[src/rtl/normmult_pipe.sv]
// Per-channel pedestal subtract and gain multiply, then scale, clamp and count saturations; 3-clock latency, 1 sample/clk, no stall.
// NORMMULT_ROUND_EN selects round-half-up before the scaling shift; default is floor (plain arithmetic shift).
module normmult_pipe #(
    parameter int DW    = 16,
    parameter int CW    = 16,
    parameter int CFRAC = 15,
    parameter int NCH   = 16,
    parameter int CHW   = $clog2(NCH)
) (
    input  logic                  clk,
    input  logic                  reset,
    input  logic signed [DW-1:0]  din,
    input  logic [CHW-1:0]        din_chan,
    input  logic                  din_valid,
    input  logic                  cwr,
    input  logic [CHW-1:0]        cwr_addr,
    input  logic [CW-1:0]         cwr_coef,
    input  logic signed [DW-1:0]  cwr_ped,
    output logic signed [DW-1:0]  dout,
    output logic [CHW-1:0]        dout_chan,
    output logic                  dout_valid,
    output logic                  dout_sat,
    output logic [15:0]           sat_cnt,
    input  logic                  sat_clr
);

    localparam int PW = DW + CW + 2;

`ifdef NORMMULT_ROUND_EN
    localparam logic signed [PW-1:0] RND = {{(PW-1){1'b0}}, 1'b1} << (CFRAC - 1);
`else
    localparam logic signed [PW-1:0] RND = '0;
`endif

    logic [CW-1:0]        r_coef [NCH];
    logic signed [DW-1:0] r_ped  [NCH];

    logic                 r_s1_vld;
    logic [CHW-1:0]       r_s1_chan;
    logic signed [DW:0]   r_s1_diff;
    logic [CW-1:0]        r_s1_coef;

    logic                 r_s2_vld;
    logic [CHW-1:0]       r_s2_chan;
    logic signed [PW-1:0] r_s2_prod;

    logic signed [DW-1:0] r_dout;
    logic [CHW-1:0]       r_dout_chan;
    logic                 r_dout_vld;
    logic                 r_dout_sat;
    logic [15:0]          r_sat_cnt;

    logic signed [DW:0]   w_diff;
    logic signed [DW-1:0] w_ped_rd;
    logic signed [PW-1:0] w_diff_x;
    logic signed [PW-1:0] w_coef_x;
    logic signed [PW-1:0] w_prod;
    logic signed [PW-1:0] w_sum;
    logic signed [PW-1:0] w_scaled;
    logic [PW-DW:0]       w_top;
    logic                 w_ovf;
    logic signed [DW-1:0] w_clamped;

    // Table writes land on the same edge that samples the read, so a colliding sample sees old values.
    always_ff @(posedge clk) begin
        if (reset) begin
            for (int i = 0; i < NCH; i++) begin
                r_coef[i] <= CW'(1) << CFRAC;
                r_ped[i]  <= '0;
            end
        end else if (cwr) begin
            r_coef[cwr_addr] <= cwr_coef;
            r_ped[cwr_addr]  <= cwr_ped;
        end
    end

    assign w_ped_rd = r_ped[din_chan];
    assign w_diff   = {din[DW-1], din} - {w_ped_rd[DW-1], w_ped_rd};

    always_ff @(posedge clk) begin
        if (reset) begin
            r_s1_vld  <= 1'b0;
            r_s1_chan <= '0;
            r_s1_diff <= '0;
            r_s1_coef <= '0;
        end else begin
            r_s1_vld <= din_valid;
            if (din_valid) begin
                r_s1_chan <= din_chan;
                r_s1_diff <= w_diff;
                r_s1_coef <= r_coef[din_chan];
            end
        end
    end

    assign w_diff_x = {{(CW+1){r_s1_diff[DW]}}, r_s1_diff};
    assign w_coef_x = {{(DW+2){1'b0}}, r_s1_coef};
    assign w_prod   = w_diff_x * w_coef_x;

    always_ff @(posedge clk) begin
        if (reset) begin
            r_s2_vld  <= 1'b0;
            r_s2_chan <= '0;
            r_s2_prod <= '0;
        end else begin
            r_s2_vld <= r_s1_vld;
            if (r_s1_vld) begin
                r_s2_chan <= r_s1_chan;
                r_s2_prod <= w_prod;
            end
        end
    end

    // The scaled value fits DW bits exactly when all bits from DW-1 upward match the sign.
    assign w_sum     = r_s2_prod + RND;
    assign w_scaled  = w_sum >>> CFRAC;
    assign w_top     = w_scaled[PW-1:DW-1];
    assign w_ovf     = !((&w_top) || !(|w_top));
    assign w_clamped = !w_ovf ? w_scaled[DW-1:0]
                     : (w_scaled[PW-1] ? {1'b1, {(DW-1){1'b0}}} : {1'b0, {(DW-1){1'b1}}});

    always_ff @(posedge clk) begin
        if (reset) begin
            r_dout_vld  <= 1'b0;
            r_dout      <= '0;
            r_dout_chan <= '0;
            r_dout_sat  <= 1'b0;
        end else begin
            r_dout_vld <= r_s2_vld;
            if (r_s2_vld) begin
                r_dout      <= w_clamped;
                r_dout_chan <= r_s2_chan;
                r_dout_sat  <= w_ovf;
            end
        end
    end

    always_ff @(posedge clk) begin
        if (reset || sat_clr) begin
            r_sat_cnt <= '0;
        end else if (r_dout_vld && r_dout_sat && r_sat_cnt != 16'hFFFF) begin
            r_sat_cnt <= r_sat_cnt + 16'd1;
        end
    end

    assign dout       = r_dout;
    assign dout_chan  = r_dout_chan;
    assign dout_valid = r_dout_vld;
    assign dout_sat   = r_dout_sat;
    assign sat_cnt    = r_sat_cnt;

endmodule

[config.mk]
export PLATFORM = sky130hd
export DESIGN_NAME = normmult_pipe
export DESIGN_NICKNAME = d
export VERILOG_FILES = /design/src/rtl/normmult_pipe.sv
export SDC_FILE = /design/constraint.sdc
export NUM_CORES = 2
export LEC_CHECK = 0
export ABC_AREA = 1
export BUFFER_PORTS_ARGS = -buffer_cell sky130_fd_sc_hd__buf_2
export CAP_MARGIN = 10
export CORE_ASPECT_RATIO = 0.5
export CORE_MARGIN = 3
export CORE_UTILIZATION = 40
export CTS_BUF_LIST = sky130_fd_sc_hd__clkbuf_2 sky130_fd_sc_hd__clkbuf_4 sky130_fd_sc_hd__clkbuf_8
export CTS_CLUSTER_SIZE = 12
export DETAILED_ROUTE_END_ITERATION = 10
export PLACE_DENSITY = 0.58
export REMOVE_ABC_BUFFERS = 1
export SLEW_MARGIN = 20
export SYNTH_ARGS = -nofsm -noshare
export SYNTH_HDL_FRONTEND = slang
export SYNTH_SLANG_ARGS = --single-unit
[constraint.sdc]
create_clock -name clk -period 9.65 [get_ports clk]
set_input_delay 0 -clock clk [delete_from_list [all_inputs] [get_ports clk]]
set_output_delay 0 -clock clk [all_outputs]
set_load 0.05 [all_outputs]
==> run_results.csv <==
group,metric,value,unit
clocking,cts_root_buf,"clkbuf_8",
outcome,status,"finished clean",
grt,grt_max_degree,134,
synth,yosys.cell_count.top_type,"nor2_1",
floorplan,coreArea,94200,sq um
finish,nFillCells,9126,
floorplan,start_util,40.9,%
timing,fmax,0.160,GHz
clocking,cts_setup_buffers,0,
clocking,numCtsBuffers,91,
pwr,ir_drop,119,uV
clocking,clk-insertion-delay-late,0.77,ns
timing,layout_min_cycle_time,6.25,ns
timing,maxSlewHeadroom,31.9,%
grt,grt_pass1_vias,29300,
timing,rsz0062_at_grt,"false",
synth,synthCells,4335,
route,wirelength,115000,um
clocking,cts_resized,0,
worst_setup_path,critical_path_class,"register to register",
route,drt_iter0_drc,2837,
synth,ys_types,45,
route,wl_per_cell,20.3,um
finish,area_growth,9.73,%
floorplan,rows,79,
pwr,power-per-cell-area,179,nW/um^2
min_path,holdPathStages,6,
synth,ys_warn_count,0,
route,drc_errors,0,
pwr,cellLeakagePower,0.0190,uW
floorplan,die-area,100000,sq um
synth,avgSynthCellArea,8.89,sq um
worst_setup_path,cp_max_fo,18,
finish,multi_input_area,17300,sq um
pwr,p_total,7580,uW
synth,ys_ff_latch,612,
min_path,min_path_type,"primary input to register",
synth,ys.flop_type,"edfxtp_1",
finish,regArea,17400,sq um
placed_design,globalplace.congestion,0.873,
synth,yosysSeqAreaShare,45.1,%
worst_setup_path,startpoint_type,"register",
synth,synthArstFlopShare,0,%
synth,synth_top_family_by_area,"simple AND/OR/NAND/NOR gates",
synth,synth_largest_area_cell,"edfxtp_1",
clocking,cts_tree,"done",
grt,antenna_found_initial,2,
synth,synthTopCellsByArea,"edfxtp_1 40%, fa_1 14%, nor2_1 9.2%",
synth,yosys.area_share.simple,18.1,%
timing,worst_pin_slew,1.02,ns
synth,synth_common_cells,"942 x nor2_1, 688 x inv_1, 661 x nand2_1",
route,drtPass1Iterations,6,
grt,grt_pass1_wl,175000,um
timing,drv_slew,0,
clocking,clk_path_buf_depth,3,
floorplan,boundaryPins,99,
grt,grt_usage,22.9,%
timing,hold_violations,0,
synth,synthXorXnorAreaFrac,0.386,%
floorplan,die_y,226,um
finish,final_net_count,4806,
timing,setup_viol,0,
floorplan,dieWidth,445,um
timing,setup_tns,0,ns
worst_setup_path,end_kind,"register",
placed_design,io_buffer_count,98,
worst_setup_path,critPathRequiredTime,10.26,ns
clocking,h-tree-depth,3,
worst_setup_path,cp.arrival,6.86,ns
clocking,clock-sinks,612,
route,routed_via_density,5.24,
clocking,holdBufCountCts,67,
synth,synth_edf_count,512,
synth,synthAdderAreaFrac,17.7,%
worst_setup_path,ff2ff_path_depth,20,
clocking,path_clk_slew,0.06,ns
synth,syn_area,38500,sq um
route,via_count,29800,
timing,skew,0.0714,ns
synth,synth_compound_area_share,8.69,%
flow_run,maxCapViolCount,0,
timing,period_share,64.7,%
synth,yosysTopAreaCellShare,39.9,%
synth,post_synth_mux_area_share,0,%
grt,grt_overflow_total,0,
placed_design,dp_hpwl,70300,um
finish,drive_gt1_share,7.41,%
route,ant_nets,0,
[layer usage]
layer	share of wire (%)	vias to the layer above	track usage, %
li1	-	13800	-
met5	0	-	0
met3	8.8	227	3.77
met1	43	14400	32.0
met2	45	1317	36.5
met4	3.0	0	7.52
[registers in the layout (all words and copies together), names as in the netlist, 16 cells and up]
name,cells
r_coef,256
r_ped,256
r_s2_prod,19
r_s1_diff,17
dout,16
r_s1_coef,16
sat_cnt,16
[critical path, stage by stage, from the launching register on]
cell and delay [ns]:
dfxtp_1 0.79, nand2_1 0.28, fa_1 0.71, fa_1 0.49, inv_1 0.28, fa_1 0.50, fa_1 0.50, fa_1 0.49
inv_1 0.05, fa_1 0.47, inv_1 0.04, ha_1 0.40, nand2_1 0.12, inv_1 0.12, nand3_1 0.18, a21oi_1 0.30
nor2_1 0.11, nand3_1 0.08, nand2_1 0.05, nor2_1 0.14, nor2_1 0.05
[cells by family after synthesis]
logic type | count (synthesis)
adder cells (fa/ha/maj) | 380
AND/OR/NAND/NOR | 1781
AO/OA/AOI/OAI | 577
XOR/XNOR | 17
buffers and inverters | 968
flip-flops | 612
[final cells by class]
type	instances	share of cell area, %
clock buffer	135	3.80
inverter	692	6.16
multi-input combinational	2755	41.0
timing repair buffer	213	3.68
antenna	1	0.00592
tap	1255	3.71
clock inverter	30	0.547
sequential	612	41.1
[through the flow]
stage	setup WS [ns]	utilization [%]	instance area, sq um	instances	hold WS, ns
after CTS	3.39	44.9	42300	5692	0.0209
after global routing	3.04	44.9	42300	5693	0.0825
after global placement	3.42	42.2	39800	5460	0.407
after floorplan	4.22	-	37300	4059	0.0724
after detailed placement	3.40	42.2	39800	5460	0.404
final	3.40	44.9	42300	5693	0.103
[path summary, 6_finish.rpt]
kind,from,to,slack [ns]
max,r_s1_coef[2],r_s2_prod[29],3.40
min reg2reg,r_s2_prod[20],dout[5],0.46
max reg2reg,r_s1_coef[2],r_s2_prod[29],3.40
min,din_chan[3],r_s1_coef[8],0.10
[power breakdown]
group	internal, uW	switching [uW]
logic	752	1480
clock network	1130	1070
registers	3020	133
total	4900	2680
[cell usage in the layout (no fill, tap or decap), types with 6 or more instances in the layout]
| master | instances |
|---|---|
| a21o_1 | 6 |
| a21oi_1 | 103 |
| and3_1 | 6 |
| buf_2 | 96 |
| buf_4 | 47 |
| clkbuf_4 | 40 |
| clkbuf_8 | 95 |
| clkinv_1 | 15 |
| clkinv_2 | 10 |
| dfxtp_1 | 100 |
| dlygate4sd3_1 | 67 |
| edfxtp_1 | 512 |
| fa_1 | 278 |
| ha_1 | 102 |
| inv_1 | 685 |
| nand2_1 | 645 |
| nand2_2 | 17 |
| nand3_1 | 136 |
| nand4_1 | 8 |
| nor2_1 | 942 |
| nor3_1 | 12 |
| o211ai_1 | 12 |
| o21ai_0 | 304 |
| o21ai_1 | 26 |
| o221ai_1 | 95 |
| o22ai_1 | 21 |
| xor2_1 | 12 |
Power figures use the tool's default switching activity.
